$ cat config.mk
export PLATFORM = sky130hd
export DESIGN_NAME = cpu_sequencer
export DESIGN_NICKNAME = d
export VERILOG_FILES = /design/src/rtl/cpu_defs_pkg.sv /design/src/rtl/cpu_sequencer_bus_watchdog.sv /design/src/rtl/cpu_sequencer.sv
export SDC_FILE = /design/constraint.sdc
export NUM_CORES = 1
export LEC_CHECK = 0
export BUFFER_PORTS_ARGS = -buffer_cell sky130_fd_sc_hd__buf_2
export CAP_MARGIN = 40
export CORE_MARGIN = 1.5
export CORE_UTILIZATION = 50
export DETAILED_ROUTE_END_ITERATION = 8
export MAX_ROUTING_LAYER = met4
export PLACE_DENSITY = 0.74
export RECOVER_POWER = 100
export SYNTH_ARGS = -nofsm -noshare
export SYNTH_HDL_FRONTEND = slang
export SYNTH_SLANG_ARGS = --single-unit
$ cat constraint.sdc
create_clock -name clk -period 3.3 [get_ports clk]
set_input_delay 0.495 -clock clk [delete_from_list [all_inputs] [get_ports clk]]
set_output_delay 0.495 -clock clk [all_outputs]
set_load 0.02 [all_outputs]
$ cat src/rtl/cpu_defs_pkg.sv
// Shared CPU definitions: state encoding, fetch source select and opcode classes.
// Used by both the sequencer and the fetcher.
package cpu_defs;

  localparam int unsigned CPU_BITS       = 8;
  localparam int unsigned CPU_STATE_BITS = 3;
  localparam int unsigned WAIT_CNT_BITS  = 8;

  typedef enum logic [CPU_STATE_BITS-1:0] {
    STATE_RESET   = 3'd0,
    STATE_FETCH   = 3'd1,
    STATE_DECODE  = 3'd2,
    STATE_EXECUTE = 3'd3,
    STATE_MEM_RD  = 3'd4,
    STATE_MEM_WR  = 3'd5,
    STATE_HALT    = 3'd6
  } state_t;

  localparam logic FETCH_ROM = 1'b1;
  localparam logic FETCH_RAM = 1'b0;

  localparam logic [1:0] OP_ALU   = 2'b00;
  localparam logic [1:0] OP_LOAD  = 2'b01;
  localparam logic [1:0] OP_STORE = 2'b10;
  localparam logic [1:0] OP_JUMP  = 2'b11;
  localparam logic [CPU_BITS-1:0] OP_HALT = 8'hFF;

  // States that own the shared memory bus and wait on mem_ack.
  function automatic logic is_bus_state(input state_t s);
    return (s == STATE_FETCH) || (s == STATE_MEM_RD) || (s == STATE_MEM_WR);
  endfunction

endpackage

$ cat src/rtl/cpu_sequencer_bus_watchdog.sv
// Bus wait counter: counts un-acked cycles in a bus phase and flags expiry
// on the cycle that would reach TIMEOUT without an acknowledge.
module bus_watchdog
  import cpu_defs::*;
#(
  parameter int unsigned TIMEOUT = 15
) (
  input  logic clk,
  input  logic rst_n,
  input  logic clear,
  input  logic active,
  input  logic ack,
  output logic expired
);

  logic [WAIT_CNT_BITS-1:0] count;

  always_ff @(posedge clk or negedge rst_n) begin
    if (!rst_n) begin
      count <= '0;
    end else if (clear) begin
      count <= '0;
    end else if (active && !ack) begin
      count <= count + WAIT_CNT_BITS'(1);
    end
  end

  // An ack on the final wait cycle suppresses expiry.
  assign expired = active && !ack && (count == WAIT_CNT_BITS'(TIMEOUT - 1));

endmodule

$ cat src/rtl/cpu_sequencer.sv
// CPU control unit: owns the PC and state register, sequences fetch/decode/
// memory/execute phases over the shared bus, and halts with a fault on bus timeout.
module cpu_sequencer
  import cpu_defs::*;
#(
  parameter  int unsigned BITS           = 8,
  parameter  int unsigned STATE_BITS     = 3,
  parameter  int unsigned MEM_TIMEOUT    = 15,
  localparam int unsigned BITS_IDX       = BITS - 1,
  localparam int unsigned STATE_BITS_IDX = STATE_BITS - 1
) (
  input  logic                  clk,
  input  logic                  reset,
  input  logic [BITS_IDX:0]     instr,
  input  logic                  acc_zero,
  input  logic                  mem_ack,
  output logic [STATE_BITS_IDX:0] state,
  output logic                  fetch_source,
  output logic [BITS_IDX:0]     pc,
  output logic [BITS_IDX:0]     ram_addr,
  output logic                  mem_req,
  output logic                  mem_we,
  output logic                  alu_en,
  output logic                  halted,
  output logic                  fault
);

  state_t            state_q, state_d;
  logic [BITS_IDX:0] pc_d, ram_addr_d, target;
  logic              fault_d;
  logic              wd_clear, wd_active, wd_expired;

  assign state  = STATE_BITS'(state_q);
  assign target = BITS'(instr[4:0]);

  bus_watchdog #(.TIMEOUT(MEM_TIMEOUT)) u_watchdog (
    .clk    (clk),
    .rst_n  (reset),
    .clear  (wd_clear),
    .active (wd_active),
    .ack    (mem_ack),
    .expired(wd_expired)
  );

  // Next-state, PC, address and fault decisions.
  always_comb begin
    state_d    = state_q;
    pc_d       = pc;
    ram_addr_d = ram_addr;
    fault_d    = fault;
    case (state_q)
      STATE_RESET:   state_d = STATE_FETCH;
      STATE_FETCH: begin
        if (mem_ack) begin
          pc_d    = pc + BITS'(1);
          state_d = STATE_DECODE;
        end else if (wd_expired) begin
          fault_d = 1'b1;
          state_d = STATE_HALT;
        end
      end
      STATE_DECODE: begin
        if (instr == BITS'(OP_HALT)) begin
          state_d = STATE_HALT;
        end else begin
          case (instr[7:6])
            OP_ALU:   state_d = STATE_EXECUTE;
            OP_LOAD: begin
              ram_addr_d = target;
              state_d    = STATE_MEM_RD;
            end
            OP_STORE: begin
              ram_addr_d = target;
              state_d    = STATE_MEM_WR;
            end
            default: begin
              if (!instr[5] || acc_zero) pc_d = target;
              state_d = STATE_FETCH;
            end
          endcase
        end
      end
      STATE_EXECUTE: state_d = STATE_FETCH;
      STATE_MEM_RD, STATE_MEM_WR: begin
        if (mem_ack) begin
          state_d = STATE_FETCH;
        end else if (wd_expired) begin
          fault_d = 1'b1;
          state_d = STATE_HALT;
        end
      end
      STATE_HALT:    state_d = STATE_HALT;
      default:       state_d = STATE_RESET;
    endcase
    wd_active = is_bus_state(state_q);
    wd_clear  = is_bus_state(state_d) && (state_d != state_q);
  end

  // State register; Moore outputs are registered from the next state so they
  // line up with state and still clear asynchronously on reset.
  always_ff @(posedge clk or negedge reset) begin
    if (!reset) begin
      state_q      <= STATE_RESET;
      pc           <= '0;
      ram_addr     <= '0;
      fault        <= 1'b0;
      mem_req      <= 1'b0;
      mem_we       <= 1'b0;
      fetch_source <= FETCH_ROM;
      alu_en       <= 1'b0;
      halted       <= 1'b0;
    end else begin
      state_q      <= state_d;
      pc           <= pc_d;
      ram_addr     <= ram_addr_d;
      fault        <= fault_d;
      mem_req      <= is_bus_state(state_d);
      mem_we       <= (state_d == STATE_MEM_WR);
      fetch_source <= ((state_d == STATE_MEM_RD) || (state_d == STATE_MEM_WR)) ? FETCH_RAM : FETCH_ROM;
      alu_en       <= (state_d == STATE_EXECUTE);
      halted       <= (state_d == STATE_HALT);
    end
  end

endmodule

* Word level (Yosys, flattened, before mapping) *
Cells that the tools add are included.
W data, S select, Z words.

cells by class
  add/subtract/negate cells = 2
  equal/unequal tests = 20
  muxes and demuxes = 14
  bitwise gates (word level) = 2
  reductions and logical operators = 23

operators with widths
  kind                   count
  $mux W8                6
  $eq A3 B3 Y1 const B   6
  $add A8 B1 Y8 const B  2
  $pmux W8 S2            1
  $pmux W3 S5            1
  $mux W3                4
  $eq A3 B2 Y1 const B   3
  $pmux W3 S3            1
  $eq A8 B4 Y1 const B   1
  $eq A8 B8 Y1 const B   1
  $ne A2 B2 Y1 const B   4
  $eq A3 B1 Y1 const B   2
  $logic_or A1 B1 Y1     6
  $reduce_and A3 Y1      2
  $reduce_or A2 Y1       3
  $reduce_or A3 Y1       2
  $reduce_and A5 Y1      1
  $reduce_bool A2 Y1     2
  $logic_and A1 B1 Y1    3
  $logic_not A3 Y1       1
  $ne A3 B3 Y1           1
  $eq A2 B1 Y1 const B   1
  $eq A2 B2 Y1 const B   1
  $logic_not A1 Y1       2
  3 further kinds        4

storage, ports and cells
  logic and storage cells = 71
  output and inout port bits = 25
  register bits = 30

* Depth between registers and ports, before layout *
  word-level depth = 13
  gate-level depth with buffers = 7
  mapped depth without buffers = 7

* Modules after synthesis *
Synthesis repeated with hierarchy kept, for this count alone.

second synthesis, totals
  cell total of the unflattened synthesis = 169
  area, all modules = 1705.4 sq um

by module, submodules not included
  module         area each (sq um)  times used  seq. area each (sq um)  cells each
  cpu_sequencer  1270.0             1           551.8                   125
  bus_watchdog   435.4              1           200.2                   44

* Worst setup path after synthesis *
OpenSTA, ideal clock, no wires.

  path type = input-to-reg
  from = in instr[6]
  to = reg ram_addr[0]
  arrival time = 1.741 ns
  setup time = 0.125 ns
  slack = 1.434 ns
  stages on the path = 6
  path buffers = 1
  path through = ha_1 -> nand4_1 -> nor2_1 -> or4_1 -> clkbuf_1 -> mux2_2

between the ends
  word-level cells in the longest chain between the ends = 3

ends and longest elaborated chain
  item                                                      line                  text
  from (decl)                                               cpu_sequencer.sv:14   input logic [BITS_IDX:0] instr,
  $eq A8 B8 Y1 (tied with other cells)                      cpu_sequencer.sv:63   if (instr == BITS'(OP_HALT)) begin
  $not A1 Y1 (no line) or $reduce_or A2 Y1 (tied branches)  -
  $reduce_and A3 Y1 (no line) *                             -
  to (signal assigned)                                      cpu_sequencer.sv:115  ram_addr <= ram_addr_d;
  to (decl)                                                 cpu_sequencer.sv:20   output logic [BITS_IDX:0] ram_addr,

Mark *: on every way between the ends. The rest lies on a longest branch, timed or not.
A chain may end at the register's enable or synchronous reset.

* Final worst setup path *
  from = reg state_q[2], in the netlist state[2]
  to = reg mem_req

between the ends
  word-level cells in the longest chain between the ends = 11

ends and longest elaborated chain
  item                                          line                                      text
  from (decl)                                   cpu_sequencer.sv:28                       state_t state_q, state_d;
  from (signal assigned)                        cpu_sequencer.sv:113                      state_q <= state_d;
  $eq A3 B1 Y1 or $eq A3 B3 Y1 (tied branches)  cpu_defs_pkg.sv:30, cpu_sequencer.sv:51
  $logic_or A1 B1 Y1 (2 in a row)               cpu_defs_pkg.sv:30                        return (s == STATE_FETCH) || (s == STATE_MEM_RD) || (s == STATE_MEM_WR);
  $logic_and A1 B1 Y1 (2 in a row)              cpu_sequencer_bus_watchdog.sv:29          assign expired = active && !ack && (count == WAIT_CNT_BITS'(TIMEOUT - 1));
  $mux W3                                       cpu_sequencer.sv:57, cpu_sequencer.sv:87
  $mux W3 (on tied branches)                    cpu_sequencer.sv:85, cpu_sequencer.sv:54
  $pmux W3 S5 *                                 cpu_sequencer.sv:51                       case (state_q)
  $eq A3 B1 Y1 or $eq A3 B3 Y1 (tied branches)  cpu_defs_pkg.sv:30
  $logic_or A1 B1 Y1                            cpu_defs_pkg.sv:30
  $logic_or A1 B1 Y1 *                          cpu_defs_pkg.sv:30
  to (signal assigned)                          cpu_sequencer.sv:117                      mem_req <= is_bus_state(state_d);
  to (decl)                                     cpu_sequencer.sv:21                       output logic mem_req,

Marks and branches as above.

==> summary.txt <==
CTS
  – PostCTS Resize Cnt: 0
  – Quantity of hold-fixing buffers added after cts: 0
  – CTS root buf: clkbuf_4
  – Sink Count: 30
  – Total CTS buffers: 5
  – Clock buffer depth: 2
  – Clock slew at reported path FFs: 0.10 ns
  – Setup bufs post-CTS: 0
  – H-tree depth: 2
  – CTS tree: yes
  – Worst-Skew Late Latency: 0.33 ns

Synth
  – Post-synth EDFFs: 0
  – Warnings from Yosys: 0
  – Count leader, synth: dfrtp_1
  – Yosys cell types: 46
  – Yosys reg bits: 30
  – Cell Area, Synth: 1690 um2
  – Sequential element share of the synthesized area: 44.6%
  – Cells after synthesis: 167
  – Most frequent cells after synthesis: dfrtp_1 (29), a31oi_1 (10), nand2_1 (10), o21ai_0 (10)
  – Synth top area share: 43.0%
  – Syn Area/Cell: 10.1 um2
  – Primary FF master, synth: dfrtp_1
  – Top post-synthesis cells by area: dfrtp_1 (43%), ha_1 (4.5%), a31oi_1 (3.7%)
  – Cell taking the most area after synthesis: dfrtp_1
  – Async set-reset flop share out of synthesis: 100%

Floorplanning
  – Rows: 20
  – Die Y: 61.1 um
  – Core area: 3130 um2
  – Die area: 3730 um2
  – # IOs: 37
  – Initial Util: 53.9%
  – DIE WIDTH: 61.1 um

Global routing
  – Initial antenna violation count: 0
  – GR Util All Layers: 21.9%
  – Overflow after GRT: 0
  – First-pass GRT wire length: 5900 um
  – Largest net degree at the start of global routing: 31
  – Number of global-route vias before repair: 1317

Cells and area
  – Share of layout cells above drive strength 1: 14.9%
  – Ant. Diodes: 0
  – Final net count: 218
  – Area growth, synth to finish: 13.0%

Timing
  – Final Max Slew Viols: 31
  – Tcrit/Tclk final: 66.1%
  – Rel. slew slack: -4.76%
  – Clock skew: 0.0117 ns
  – Worst-Margin Slew: 1.57 ns
  – Setup violators final: 0
  – Tmin final: 2.18 ns
  – Setup TNS: 0 ns
  – RSZ-0062 raised after global routing: false
  – Final hold violation count: 0
  – Fmax: 458 MHz

Setup path
  – Critical path class: register to register
  – Required time worst endpoint: 3.52 ns
  – Crit path launch type: register
  – Crit path DAT: 2.40 ns
  – Element type at the critical path end: register
  – Largest fanout on the critical path: 14

Routing
  – Routed via count: 1345
  – DRT iter0 DRCs: 34
  – Routed WL: 3500 um
  – DR DRC count: 0
  – DRT Pass-1 Iters: 4
  – Post-route ant nets: 0
  – Via density: 5.49
  – Post-DR wirelength/cell: 14.3 um

Place
  – Final HPWL DP: 2480 um
  – Final GP Congestion: 0.773
  – IO buf count: 33

Flow run
  – Max-Cap Viols: 1

Power and ir drop
  – PD cells: 952 nW/um2
  – Leak: 0.000863 uW
  – Switching share of total power: 43.1%
  – Clk pwr share: 21.5%
  – Sw power: 782 uW
  – Power Total: 1810 uW
  – Comb power frac: 43.9%
  – Pint: 1030 uW
  – Worst vdd ir: 0.000536 V
  – Seq pwr share: 34.6%

Hold path
  – Min-Delay Path Class: input port to register

Status
  – Failing checks: max-capacitance violations, max-slew violations
  – Status: finished, violations left
## state kept, by name, summed over array words and instances, names as in the netlist
register          flops
alu_en                1
fault                 1
fetch_source          1
halted                1
mem_req               1
mem_we                1
pc                    8
ram_addr              5
state                 3
u_watchdog.count      8
## power by group through the flow
stage	sequential [uW]	combinational, uW	clock, uW
after floorplan	709	567	0
after global placement	618	824	0
after detailed placement	625	851	0
after CTS	621	856	392
after global routing	650	878	415
final	628	797	389
## final timing paths
path / cells after the start / slack, ns / to / start
worst min register to register: 1 / 0.48 / fault / fault
max in group asynchronous: 1 / 1.84 / pc[2] / reset
worst min-delay path: 3 / 0.43 / pc[0] / instr[0]
worst max register to register: 5 / 1.12 / mem_req / state[2]
worst max-delay path: 5 / 1.12 / mem_req / state[2]
min in group asynchronous: 1 / 0.54 / u_watchdog.count[5] / reset
## cells in the final DEF, fill, tap and decap left out, types with 2 or more instances in the layout
cell	n
nand2_1	10
buf_2	11
a31oi_1	10
conb_1	3
xor2_1	6
nand3_1	8
clkbuf_1	23
mux2_2	4
ha_1	6
o31ai_1	3
bufinv_16	2
or2_2	2
nor4_1	2
a21oi_1	8
nor3_1	3
clkbuf_4	5
inv_1	8
nor2_1	7
dfrtp_1	29
nand2b_1	2
and2_1	3
and3_1	6
o21ai_0	10
nand4_1	5
mux2i_1	2
## through the flow
stage | utilization, % | std cells | setup slack, ns | hold slack (ns) | instance area [um2]
finish | 60.9 | 245 | 1.12 | 0.428 | 1910
global route | 60.9 | 245 | 0.903 | 0.427 | 1910
CTS | 62.6 | 245 | 1.32 | 0.210 | 1960
detailed placement | 59.0 | 237 | 1.24 | 0.452 | 1850
global placement | 58.9 | 236 | 1.28 | 0.450 | 1840
floorplan | - | 169 | 1.43 | 0.199 | 1690
## cell type report
type                       count  area (um2)
clock buffer                   6        51.3
clock inverter                 2        60.1
fill                         297        1220
inverter                       8        30.0
multi-input combinational    121         816
sequential                    30         752
tap                           44        55.1
timing repair buffer          34         141
## metal layers
metal / vias up / share of wire, % / track usage, % / wire length [um]
li1: 662 / - / - / -
met1: 644 / 47 / 27.6 / 1630
met2: 34 / 49 / 33.7 / 1700
met3: 5 / 3.8 / 5.46 / 132
met4: 0 / 0.91 / 9.01 / 32
met5: - / 0 / - / 0
## critical path, cell delays in order, from the launching register on
cell and delay [ns]:
dfrtp_1 0.63, or3b_1 0.40, nor3_1 0.09, a211oi_1 0.54, nand3_4 0.21, and2_1 0.20
## cell families after synthesis
kind of cell	Yosys count	share of synthesized area, %
and+or+nand+nor	61	21.4
xor gates and xnor gates	7	3.64
muxes	6	3.86
other	1	0.222
adders and majority gates	6	4.45
AOI/OAI and AO/OA	38	15.8
buffers and inverters	18	6.08
DFF	30	44.6
Note: power is estimated with default switching activity, not from simulation.
